## src/rtl/mem_bus_arbiter_if.sv

```systemverilog
// mem_bus_arbiter_if: requester-side and memory-port signals of mem_bus_arbiter
interface mem_bus_arbiter_if #(parameter int ADDR_W = 32);
  logic              ic_rd_req, ic_rd_gnt, ic_rd_valid, ic_rd_last;
  logic [ADDR_W-1:0] ic_rd_addr;
  logic [31:0]       ic_rd_data;
  logic              dc_rd_req, dc_rd_single, dc_rd_gnt, dc_rd_valid, dc_rd_last;
  logic [ADDR_W-1:0] dc_rd_addr;
  logic [31:0]       dc_rd_data;
  logic              dc_wr_req, dc_wr_single, dc_wr_gnt, dc_wr_beat_ack, dc_wr_done;
  logic [ADDR_W-1:0] dc_wr_addr;
  logic [31:0]       dc_wr_data;
  logic [3:0]        dc_wr_strb;
  logic              mem_req, mem_we, mem_gnt, mem_rvalid, mem_rlast;
  logic              mem_wvalid, mem_wlast, mem_wready, mem_bvalid;
  logic [ADDR_W-1:0] mem_addr;
  logic [7:0]        mem_len;
  logic [31:0]       mem_rdata, mem_wdata;
  logic [3:0]        mem_wstrb;
  modport master (
    input  ic_rd_req, ic_rd_addr, dc_rd_req, dc_rd_single, dc_rd_addr,
           dc_wr_req, dc_wr_single, dc_wr_addr, dc_wr_data, dc_wr_strb,
           mem_gnt, mem_rdata, mem_rvalid, mem_rlast, mem_wready, mem_bvalid,
    output ic_rd_gnt, ic_rd_valid, ic_rd_last, ic_rd_data,
           dc_rd_gnt, dc_rd_valid, dc_rd_last, dc_rd_data,
           dc_wr_gnt, dc_wr_beat_ack, dc_wr_done,
           mem_req, mem_we, mem_addr, mem_len, mem_wdata, mem_wstrb, mem_wvalid, mem_wlast
  );
  modport slave (
    output ic_rd_req, ic_rd_addr, dc_rd_req, dc_rd_single, dc_rd_addr,
           dc_wr_req, dc_wr_single, dc_wr_addr, dc_wr_data, dc_wr_strb,
           mem_gnt, mem_rdata, mem_rvalid, mem_rlast, mem_wready, mem_bvalid,
    input  ic_rd_gnt, ic_rd_valid, ic_rd_last, ic_rd_data,
           dc_rd_gnt, dc_rd_valid, dc_rd_last, dc_rd_data,
           dc_wr_gnt, dc_wr_beat_ack, dc_wr_done,
           mem_req, mem_we, mem_addr, mem_len, mem_wdata, mem_wstrb, mem_wvalid, mem_wlast
  );
endinterface

```

## src/rtl/mem_bus_arbiter.sv

```systemverilog
// mem_bus_arbiter: shares one memory port among icache read, dcache read and dcache write; MEM_ARB_RR_EN selects round-robin over fixed dc_wr > dc_rd > ic_rd
module mem_bus_arbiter #(
  parameter int LINE_WORDS = 4,
  parameter int ADDR_W     = 32
) (
  input logic                clk,
  input logic                rst,
  mem_bus_arbiter_if.master  bus
);
  localparam int CW = $clog2(LINE_WORDS) + 1;
  localparam logic [1:0] WR = 2'd0, RD = 2'd1, IC = 2'd2;
  typedef enum logic [2:0] {IDLE, ADDR, RDATA, WDATA, WRESP} state_t;
  state_t            state, state_n;
  logic [1:0]        owner_q, win;
  logic [ADDR_W-1:0] addr_q;
  logic [7:0]        len_q;
  logic [CW-1:0]     cnt_q;
  logic [3:0]        r;
  logic              any, single, grant, wacc, wlast, rd_ic, rd_dc;
  assign r      = {1'b0, bus.ic_rd_req, bus.dc_rd_req, bus.dc_wr_req};
  assign any    = |r;
  assign grant  = state == ADDR && bus.mem_gnt;
  assign wacc   = state == WDATA && bus.mem_wready;
  assign wlast  = 8'(cnt_q) == len_q;
  assign single = win == WR ? bus.dc_wr_single : win == RD && bus.dc_rd_single;
`ifdef MEM_ARB_RR_EN
  logic [1:0] ptr_q, c1, c2;
  assign c1  = ptr_q == IC ? WR : ptr_q + 2'd1;
  assign c2  = c1 == IC ? WR : c1 + 2'd1;
  assign win = r[ptr_q] ? ptr_q : r[c1] ? c1 : c2;
  always_ff @(posedge clk)
    if (rst) ptr_q <= WR;
    else if (grant) ptr_q <= owner_q == IC ? WR : owner_q + 2'd1;
`else
  assign win = r[0] ? WR : r[1] ? RD : IC;
`endif
  always_ff @(posedge clk)
    if (rst) begin
      state   <= IDLE;
      owner_q <= WR;
      addr_q  <= '0;
      len_q   <= '0;
      cnt_q   <= '0;
    end else begin
      state <= state_n;
      if (state == IDLE && any) begin
        owner_q <= win;
        addr_q  <= win == WR ? bus.dc_wr_addr : win == RD ? bus.dc_rd_addr : bus.ic_rd_addr;
        len_q   <= single ? 8'd0 : 8'(LINE_WORDS - 1);
      end
      cnt_q <= grant ? '0 : wacc ? cnt_q + CW'(1) : cnt_q;
    end
  always_comb begin
    state_n = state;
    case (state)
      IDLE:    state_n = any ? ADDR : IDLE;
      ADDR:    state_n = !bus.mem_gnt ? ADDR : owner_q == WR ? WDATA : RDATA;
      RDATA:   state_n = bus.mem_rvalid && bus.mem_rlast ? IDLE : RDATA;
      WDATA:   state_n = wacc && wlast ? WRESP : WDATA;
      WRESP:   state_n = bus.mem_bvalid ? IDLE : WRESP;
      default: state_n = IDLE;
    endcase
  end
  assign bus.mem_req        = state == ADDR;
  assign bus.mem_we         = state == ADDR && owner_q == WR;
  assign bus.mem_addr       = addr_q;
  assign bus.mem_len        = len_q;
  assign bus.ic_rd_gnt      = grant && owner_q == IC;
  assign bus.dc_rd_gnt      = grant && owner_q == RD;
  assign bus.dc_wr_gnt      = grant && owner_q == WR;
  // read beats pass straight through to whichever requester owns the port
  assign rd_ic              = state == RDATA && bus.mem_rvalid && owner_q == IC;
  assign rd_dc              = state == RDATA && bus.mem_rvalid && owner_q == RD;
  assign bus.ic_rd_valid    = rd_ic;
  assign bus.ic_rd_last     = rd_ic && bus.mem_rlast;
  assign bus.ic_rd_data     = rd_ic ? bus.mem_rdata : '0;
  assign bus.dc_rd_valid    = rd_dc;
  assign bus.dc_rd_last     = rd_dc && bus.mem_rlast;
  assign bus.dc_rd_data     = rd_dc ? bus.mem_rdata : '0;
  assign bus.mem_wvalid     = state == WDATA;
  assign bus.mem_wlast      = state == WDATA && wlast;
  assign bus.mem_wdata      = state == WDATA ? bus.dc_wr_data : '0;
  assign bus.mem_wstrb      = state == WDATA ? bus.dc_wr_strb : '0;
  assign bus.dc_wr_beat_ack = wacc;
  assign bus.dc_wr_done     = state == WRESP && bus.mem_bvalid;
endmodule

```

## src/flat_wrapper.sv

```systemverilog
// flat-port wrapper written by rule: the top's interface ports become plain ports
module mem_bus_arbiter_flat 
#(
  parameter int LINE_WORDS = 4,
  parameter int ADDR_W     = 32
)
  (clk, rst, bus_ic_rd_req, bus_ic_rd_addr, bus_dc_rd_req, bus_dc_rd_single, bus_dc_rd_addr, bus_dc_wr_req, bus_dc_wr_single, bus_dc_wr_addr, bus_dc_wr_data, bus_dc_wr_strb, bus_mem_gnt, bus_mem_rdata, bus_mem_rvalid, bus_mem_rlast, bus_mem_wready, bus_mem_bvalid, bus_ic_rd_gnt, bus_ic_rd_valid, bus_ic_rd_last, bus_ic_rd_data, bus_dc_rd_gnt, bus_dc_rd_valid, bus_dc_rd_last, bus_dc_rd_data, bus_dc_wr_gnt, bus_dc_wr_beat_ack, bus_dc_wr_done, bus_mem_req, bus_mem_we, bus_mem_addr, bus_mem_len, bus_mem_wdata, bus_mem_wstrb, bus_mem_wvalid, bus_mem_wlast);
  mem_bus_arbiter_if #(.ADDR_W(ADDR_W)) bus_i ();
  input logic clk;
  input logic rst;
  input wire logic [$bits(bus_i.ic_rd_req)-1:0] bus_ic_rd_req;
  input wire logic [$bits(bus_i.ic_rd_addr)-1:0] bus_ic_rd_addr;
  input wire logic [$bits(bus_i.dc_rd_req)-1:0] bus_dc_rd_req;
  input wire logic [$bits(bus_i.dc_rd_single)-1:0] bus_dc_rd_single;
  input wire logic [$bits(bus_i.dc_rd_addr)-1:0] bus_dc_rd_addr;
  input wire logic [$bits(bus_i.dc_wr_req)-1:0] bus_dc_wr_req;
  input wire logic [$bits(bus_i.dc_wr_single)-1:0] bus_dc_wr_single;
  input wire logic [$bits(bus_i.dc_wr_addr)-1:0] bus_dc_wr_addr;
  input wire logic [$bits(bus_i.dc_wr_data)-1:0] bus_dc_wr_data;
  input wire logic [$bits(bus_i.dc_wr_strb)-1:0] bus_dc_wr_strb;
  input wire logic [$bits(bus_i.mem_gnt)-1:0] bus_mem_gnt;
  input wire logic [$bits(bus_i.mem_rdata)-1:0] bus_mem_rdata;
  input wire logic [$bits(bus_i.mem_rvalid)-1:0] bus_mem_rvalid;
  input wire logic [$bits(bus_i.mem_rlast)-1:0] bus_mem_rlast;
  input wire logic [$bits(bus_i.mem_wready)-1:0] bus_mem_wready;
  input wire logic [$bits(bus_i.mem_bvalid)-1:0] bus_mem_bvalid;
  output wire logic [$bits(bus_i.ic_rd_gnt)-1:0] bus_ic_rd_gnt;
  output wire logic [$bits(bus_i.ic_rd_valid)-1:0] bus_ic_rd_valid;
  output wire logic [$bits(bus_i.ic_rd_last)-1:0] bus_ic_rd_last;
  output wire logic [$bits(bus_i.ic_rd_data)-1:0] bus_ic_rd_data;
  output wire logic [$bits(bus_i.dc_rd_gnt)-1:0] bus_dc_rd_gnt;
  output wire logic [$bits(bus_i.dc_rd_valid)-1:0] bus_dc_rd_valid;
  output wire logic [$bits(bus_i.dc_rd_last)-1:0] bus_dc_rd_last;
  output wire logic [$bits(bus_i.dc_rd_data)-1:0] bus_dc_rd_data;
  output wire logic [$bits(bus_i.dc_wr_gnt)-1:0] bus_dc_wr_gnt;
  output wire logic [$bits(bus_i.dc_wr_beat_ack)-1:0] bus_dc_wr_beat_ack;
  output wire logic [$bits(bus_i.dc_wr_done)-1:0] bus_dc_wr_done;
  output wire logic [$bits(bus_i.mem_req)-1:0] bus_mem_req;
  output wire logic [$bits(bus_i.mem_we)-1:0] bus_mem_we;
  output wire logic [$bits(bus_i.mem_addr)-1:0] bus_mem_addr;
  output wire logic [$bits(bus_i.mem_len)-1:0] bus_mem_len;
  output wire logic [$bits(bus_i.mem_wdata)-1:0] bus_mem_wdata;
  output wire logic [$bits(bus_i.mem_wstrb)-1:0] bus_mem_wstrb;
  output wire logic [$bits(bus_i.mem_wvalid)-1:0] bus_mem_wvalid;
  output wire logic [$bits(bus_i.mem_wlast)-1:0] bus_mem_wlast;
  assign bus_i.ic_rd_req = bus_ic_rd_req;
  assign bus_i.ic_rd_addr = bus_ic_rd_addr;
  assign bus_i.dc_rd_req = bus_dc_rd_req;
  assign bus_i.dc_rd_single = bus_dc_rd_single;
  assign bus_i.dc_rd_addr = bus_dc_rd_addr;
  assign bus_i.dc_wr_req = bus_dc_wr_req;
  assign bus_i.dc_wr_single = bus_dc_wr_single;
  assign bus_i.dc_wr_addr = bus_dc_wr_addr;
  assign bus_i.dc_wr_data = bus_dc_wr_data;
  assign bus_i.dc_wr_strb = bus_dc_wr_strb;
  assign bus_i.mem_gnt = bus_mem_gnt;
  assign bus_i.mem_rdata = bus_mem_rdata;
  assign bus_i.mem_rvalid = bus_mem_rvalid;
  assign bus_i.mem_rlast = bus_mem_rlast;
  assign bus_i.mem_wready = bus_mem_wready;
  assign bus_i.mem_bvalid = bus_mem_bvalid;
  assign bus_ic_rd_gnt = bus_i.ic_rd_gnt;
  assign bus_ic_rd_valid = bus_i.ic_rd_valid;
  assign bus_ic_rd_last = bus_i.ic_rd_last;
  assign bus_ic_rd_data = bus_i.ic_rd_data;
  assign bus_dc_rd_gnt = bus_i.dc_rd_gnt;
  assign bus_dc_rd_valid = bus_i.dc_rd_valid;
  assign bus_dc_rd_last = bus_i.dc_rd_last;
  assign bus_dc_rd_data = bus_i.dc_rd_data;
  assign bus_dc_wr_gnt = bus_i.dc_wr_gnt;
  assign bus_dc_wr_beat_ack = bus_i.dc_wr_beat_ack;
  assign bus_dc_wr_done = bus_i.dc_wr_done;
  assign bus_mem_req = bus_i.mem_req;
  assign bus_mem_we = bus_i.mem_we;
  assign bus_mem_addr = bus_i.mem_addr;
  assign bus_mem_len = bus_i.mem_len;
  assign bus_mem_wdata = bus_i.mem_wdata;
  assign bus_mem_wstrb = bus_i.mem_wstrb;
  assign bus_mem_wvalid = bus_i.mem_wvalid;
  assign bus_mem_wlast = bus_i.mem_wlast;
  mem_bus_arbiter #(.LINE_WORDS(LINE_WORDS), .ADDR_W(ADDR_W)) u_core (.clk(clk), .rst(rst), .bus(bus_i));
endmodule
```

## config.mk

```make
export PLATFORM = sky130hd
export DESIGN_NAME = mem_bus_arbiter_flat
export DESIGN_NICKNAME = d
export VERILOG_FILES = /design/src/rtl/mem_bus_arbiter_if.sv /design/src/rtl/mem_bus_arbiter.sv /design/src/flat_wrapper.sv
export SDC_FILE = /design/constraint.sdc
export NUM_CORES = 1
export LEC_CHECK = 0
export CORE_AREA = 2 2 126 128
export DETAILED_ROUTE_END_ITERATION = 7
export DIE_AREA = 0 0 128 130
export GPL_TIMING_DRIVEN = 0
export HOLD_SLACK_MARGIN = 0.06
export PLACE_DENSITY_LB_ADDON = 0.2
export SLEW_MARGIN = 10
export SYNTH_ARGS = -nofsm -noshare
export SYNTH_HDL_FRONTEND = slang
export SYNTH_SLANG_ARGS = --single-unit
```

## constraint.sdc

```tcl
create_clock -name clk -period 3.7 [get_ports clk]
set_input_delay 0.555 -clock clk [delete_from_list [all_inputs] [get_ports clk]]
set_output_delay 0.555 -clock clk [all_outputs]
set_load 0.01 [all_outputs]
```

### Word level (Yosys, flattened, before mapping)

Index checks and enable logic that the tools add are counted.

| word-level totals | value |
|---|---|
| flip-flop bits (word level) | 48 |
| input port bits | 176 |
| output and inout bits | 153 |
| logic and storage cells | 53 |

| cells by class | value |
|---|---|
| add/sub/neg operators | 1 |
| eq/ne operators | 8 |
| multiplexer cells | 17 |
| reduce and logical (&&, ||, !) cells | 22 |

Operator list:

| cell | number |
|---|---|
| $mux W32 | 5 |
| $logic_and A1 B1 Y1 | 17 |
| $pmux W3 S5 | 1 |
| $mux W3 | 3 |
| $eq A3 B8 Y1 | 1 |
| $mux W2 | 4 |
| $eq A3 B2 Y1 const B | 2 |
| $eq A2 B1 Y1 const B | 2 |
| $logic_not A2 Y1 | 2 |
| $mux W4 | 1 |
| $add A3 B1 Y3 const B | 1 |
| $eq A3 B1 Y1 const B | 1 |
| $eq A3 B3 Y1 const B | 1 |
| $logic_not A3 Y1 | 1 |
| $mux W1 | 3 |
| $reduce_or A3 Y1 | 1 |
| $eq A2 B2 Y1 const B | 1 |
| $reduce_or A2 Y1 | 1 |

### Longest topological paths before layout

| logic depth | value |
|---|---|
| word-level depth | 6 |
| depth in mapped cells | 6 |
| gate-level depth less buffers | 4 |

### Worst setup path after synthesis

Ideal clock, no wire load.

| timing path | value |
|---|---|
| path type | input to output |
| start | input port bus_mem_rvalid |
| end | output port bus_dc_rd_data[22] |
| arrival | 1285 ps |
| data required time | 3145 ps |
| slack | 1860 ps |
| stages | 4 |
| path buffers | 1 |
| path through | nand4bb_1 -> nor2_2 -> buf_2 -> and2_1 |

| between the ends | value |
|---|---|
| longest elaborated chain between the ends | 3 |

RTL lines:

| element | RTL line | source |
|---|---|---|
| from (decl) | flat_wrapper.sv:23 | `input wire logic [$bits(bus_i.mem_rvalid)-1:0] bus_mem_rvalid;` |
| $logic_and A1 B1 Y1 (2 in series) | mem_bus_arbiter.sv:73 | `assign rd_dc = state == RDATA && bus.mem_rvalid && owner_q == RD;` |
| via bus_dc_rd_valid | flat_wrapper.sv:32 | `output wire logic [$bits(bus_i.dc_rd_valid)-1:0] bus_dc_rd_valid;` |
| $mux W32 | mem_bus_arbiter.sv:79 | `assign bus.dc_rd_data = rd_dc ? bus.mem_rdata : '0;` |
| to (decl) | flat_wrapper.sv:34 | `output wire logic [$bits(bus_i.dc_rd_data)-1:0] bus_dc_rd_data;` |

The timed path passes the listed nets, and every way through them passes these cells.

### Worst setup path in the final report

| timing path | value |
|---|---|
| start | input port bus_mem_rvalid |
| end | output port bus_ic_rd_data[17] |

| between the ends | value |
|---|---|
| longest elaborated chain between the ends | 3 |

RTL lines:

| element | RTL line | source |
|---|---|---|
| $logic_and A1 B1 Y1 (2 in series) | mem_bus_arbiter.sv:72 | `assign rd_ic = state == RDATA && bus.mem_rvalid && owner_q == IC;` |
| $mux W32 | mem_bus_arbiter.sv:76 | `assign bus.ic_rd_data = rd_ic ? bus.mem_rdata : '0;` |
| to (decl) | flat_wrapper.sv:30 | `output wire logic [$bits(bus_i.ic_rd_data)-1:0] bus_ic_rd_data;` |

No other way between the ends.

==> PnR_summary.wiki <==
{| class="wikitable"
! Metric !! Value
|-
| Outcome || finished, final reports clean
|-
| Latest clock arrival within the worst-skew pair || 280 ps
|-
| Die outline area || between 15000 and 20000 um2
|-
| Clock-pin slew reported for the worst setup and hold paths after clock tree synthesis || ~60 ps
|-
| Share of the synthesized area in the top cell type || 25.90%
|-
| Internal Dissipation || between 1 and 1.5 mW
|-
| Final core occ || between 40% and 50%
|-
| Fraction of final layout cells with drive strength greater than 1 || 7.723%
|-
| Gate Count Post-Synth || 432
|-
| Combined area of all synthesized cells || roughly 3200 um2
|-
| Library cell with the largest summed area after synthesis || sky130_fd_sc_hd__dfxtp_1
|-
| Pwr dens || 246.7 nW/um2
|-
| Count of nets left with antenna violations after detail routing || 0
|-
| Power consumption || 1.676 mW
|-
| Number of buffer cells added on primary ports || 320
|-
| Flip-flop and latch count after synthesis || 41
|-
| Area of the core || roughly 15000 um2
|-
| Fraction of the yosys area taken by sequential cells || 25.90%
|-
| Comb power frac || between 40 and 50%
|-
| Flop-to-flop setup slack || 2230 ps
|-
| Via count of the first global-routing pass || 3937
|-
| Path type of the worst setup path || input port to primary output
|-
| Count of max-cap constraint violations || 0
|-
| Overall track demand over capacity in global routing || roughly 16%
|-
| Max-Slew Margin vs Limit || 51.28%
|-
| Switching Share || between 20% and 30%
|-
| Number of DRC markers in iteration 0 || a little over 90
|-
| Proportion of synthesized flip-flops having asynchronous set or reset || 0%
|-
| First-pass GRT wire length || approximately 20000 um
|-
| Metal-1 WL || roughly 5400 um
|-
| Yosys warns || 0
|-
| Vertical die dimension || 130 um
|-
| Post-CTS setup buffer count || 0
|-
| DRC || 0
|-
| Worst reg2reg path depth || 6
|-
| Number of clock sinks seen by CTS || 41
|-
| NetSw || 472.6 uW
|-
| Wire length after detailed routing || 14000 um
|-
| Worst vdd ir || approximately 0.00022 V
|-
| Number of buffers added by the clock tree synthesis step || 5
|-
| Pins over their slew limit || 0
|-
| Data arrival time of the critical path || between 2000 and 2500 ps
|-
| Time the worst path needs with I/O delays and setup || approximately 3000 ps
|-
| Setup repair after global routing missed its margin || no
|-
| Number of flops mapped to enable cells by yosys || 0
|-
| Count of cell types in the netlist || 41
|-
| Leakage power || 2.656 nW
|-
| Final hold viol count || 0
|-
| Class of the tightest hold or removal check || flop to flop
|-
| Fmax || about 330 MHz
|-
| Worst setup path startpoint || bus_mem_rvalid
|-
| Post-route fraction of the period consumed by the critical path || 82.06%
|-
| Number of antenna violations at the first check in global routing || 0
|-
| Fillcell total || roughly 1600
|-
| Detailed-route via count || just over 4000
|-
| Highest routed layer || met4
|-
| TritonCTS clock tree || built
|-
| Worst setup path endpoint || bus_ic_rd_data[17]
|-
| Slack of the critical path || 663.9 ps
|-
| Req. time, crit path || 3140 ps
|-
| Row count || 46
|-
| Die outline width || 128 um
|-
| Post-CTS Hold Buffers || 0
|-
| Layout Skew || 6.651 ps
|-
| Level count of the clock H-tree || 2
|-
| Fraction of power consumed by sequential logic || 31.1%
|-
| Clock power share || around 29%
|-
| HPWL Detailed || 12260 um
|-
| Post-Place Setup Slack || approximately 610 ps
|-
| Sum of negative setup slack || 0 ps
|-
| Pin count of the biggest net entering global routing || 13
|-
| Overflow after GRT || 0
|-
| Initial Util || 20.55%
|-
| I/O pin count || 329
|-
| Final net count || 941
|-
| Max Fanout on Critical Path || 10
|-
| Transition time of the tightest slew-check pin || ~730 ps
|-
| Total met3 wirelength after detailed routing || 1170 um
|-
| Worst flop-to-flop path startpoint || u_core.state[1]
|-
| Cells taking the most area after synthesis || sky130_fd_sc_hd__dfxtp_1 26%, sky130_fd_sc_hd__and2_1 20%, sky130_fd_sc_hd__nand2_1 12%
|-
| Clock root cell || sky130_fd_sc_hd__clkbuf_16
|-
| Reg-to-Reg End || u_core.bus.mem_addr[3]
|-
| Synth Flop Type || sky130_fd_sc_hd__dfxtp_1
|-
| Clock Tree Buf Depth || 2
|-
| Count of TritonRoute iterations in the first routing pass || 4
|-
| Final-report setup violation count || 0
|-
| Hold Worst Slack || around 460 ps
|-
| Crit. End Element || primary output
|-
| Routed length on met2 || 7341 um
|-
| Synth-to-layout area growth || 114.3%
|-
| Number of instances resized during post-cts repair || 0
|-
| Routability congestion estimate || between 0.7 and 0.8
|-
| Per-cell routed wire length || 14.64 um
|-
| Average footprint of a synthesized cell || 7.336 um2
|-
| Number of antenna cells inserted || 0
|-
| Sort of element at the start of the critical path || input port
|-
| Detailed-route vias per instance || roughly 4.3
|}
-- per-stage QoR --
step / area, um2 / instances
after floorplan: 3188 / 437
after global placement: 6631 / 949
after detailed placement: 6631 / 949
after CTS: 6792 / 956
after global routing: 6792 / 956
final: 6792 / 956
-- cell families (layout without fill, tap and decap cells) --
family / count (synthesis) / count (layout) / synth area share, %
and+or+nand+nor: 234 / 234 / 38.14
muxes: 31 / 31 / 9.791
DFF: 41 / 41 / 25.90
AOI/OAI and AO/OA: 80 / 80 / 16.15
other: 1 / 6 / 0.1183
xor gates and xnor gates: 2 / 2 / 0.5528
adders and majority gates: 1 / 1 / 0.3947
buffers and inverters: 42 / 369 / 8.961
-- layer usage --
metal / up-vias / GRT usage [%]
met5: - / 0
met4: 0 / 2.586
met3: 4 / 4.100
met2: 181 / 30.17
met1: 1822 / 17.65
li1: 2060 / -
-- worst max-delay path, stage by stage --
cell,delay [ps]
sky130_fd_sc_hd__clkdlybuf4s50_1,480
sky130_fd_sc_hd__nand4bb_1,170
sky130_fd_sc_hd__nor2_2,300
sky130_fd_sc_hd__clkbuf_2,270
sky130_fd_sc_hd__and2_1,150
sky130_fd_sc_hd__clkdlybuf4s50_1,560
-- cell usage after synthesis, types with 2 or more instances --
cell and instances:
sky130_fd_sc_hd__nand2b_1 4, sky130_fd_sc_hd__inv_1 2, sky130_fd_sc_hd__nand3b_1 2, sky130_fd_sc_hd__and2_1 103, sky130_fd_sc_hd__o21ai_0 33, sky130_fd_sc_hd__a21oi_1 20
sky130_fd_sc_hd__nand3_1 4, sky130_fd_sc_hd__nand2_1 103, sky130_fd_sc_hd__a21oi_2 18, sky130_fd_sc_hd__buf_4 8, sky130_fd_sc_hd__buf_2 7, sky130_fd_sc_hd__buf_12 2
sky130_fd_sc_hd__nor2_1 7, sky130_fd_sc_hd__mux2i_1 31, sky130_fd_sc_hd__buf_6 5, sky130_fd_sc_hd__xor2_1 2, sky130_fd_sc_hd__clkbuf_2 5, sky130_fd_sc_hd__nor2_2 2
sky130_fd_sc_hd__dfxtp_1 41, sky130_fd_sc_hd__clkbuf_1 11, sky130_fd_sc_hd__nor3_1 2
-- sequential cells by signal, indices dropped and copies added, names as in the netlist --
register / flops
u_core.bus.mem_addr: 32
u_core.bus.mem_len: 1
u_core.cnt_q: 3
u_core.owner_q: 2
u_core.state: 3
-- layout by cell type, fill, tap and decap left out, types with 6 or more instances in the layout --
cell type	instances
sky130_fd_sc_hd__clkbuf_1	11
sky130_fd_sc_hd__mux2i_1	31
sky130_fd_sc_hd__o21ai_0	33
sky130_fd_sc_hd__a21oi_2	18
sky130_fd_sc_hd__nor2_1	7
sky130_fd_sc_hd__dfxtp_1	41
sky130_fd_sc_hd__a21oi_1	20
sky130_fd_sc_hd__clkdlybuf4s50_1	320
sky130_fd_sc_hd__buf_4	8
sky130_fd_sc_hd__nand2_1	103
sky130_fd_sc_hd__and2_1	103
sky130_fd_sc_hd__buf_2	7
sky130_fd_sc_hd__conb_1	6
-- power groups by stage --
stage               registers (mW)  clock network (mW)  logic, mW
detailed placement           0.530                   0      0.683
finish                       0.521               0.479      0.675
global route                 0.528               0.512      0.736
floorplan                    0.545                   0      0.279
global placement             0.528                   0      0.676
CTS                          0.522               0.492      0.686
-- cell type report --
class	instances	area, um2	area share (%)
clock inverters	2	35.03	0.5158
multi-input cells	354	2083	30.67
flip-flops and latches	41	820.8	12.09
plain buffers	40	276.5	4.071
well taps	192	240.2	3.537
repair buffers	320	3203	47.16
inverters	2	7.507	0.1105
clock buffers	5	125.1	1.842
-- worst min-delay path by stage --
stage	from	endpoint	slack, ps	cells past startpoint
final	u_core.bus.mem_addr[23]	u_core.bus.mem_addr[23]	460	2
after global routing	u_core.bus.mem_addr[23]	u_core.bus.mem_addr[23]	480	2
after detailed placement	u_core.bus.mem_addr[16]	u_core.bus.mem_addr[16]	450	2
after floorplan	u_core.cnt_q[1]	u_core.cnt_q[1]	460	2
after CTS	u_core.bus.mem_addr[23]	u_core.bus.mem_addr[23]	460	2
after global placement	u_core.bus.mem_addr[12]	u_core.bus.mem_addr[12]	440	2
No activity file was read; power rests on OpenSTA's default activity.
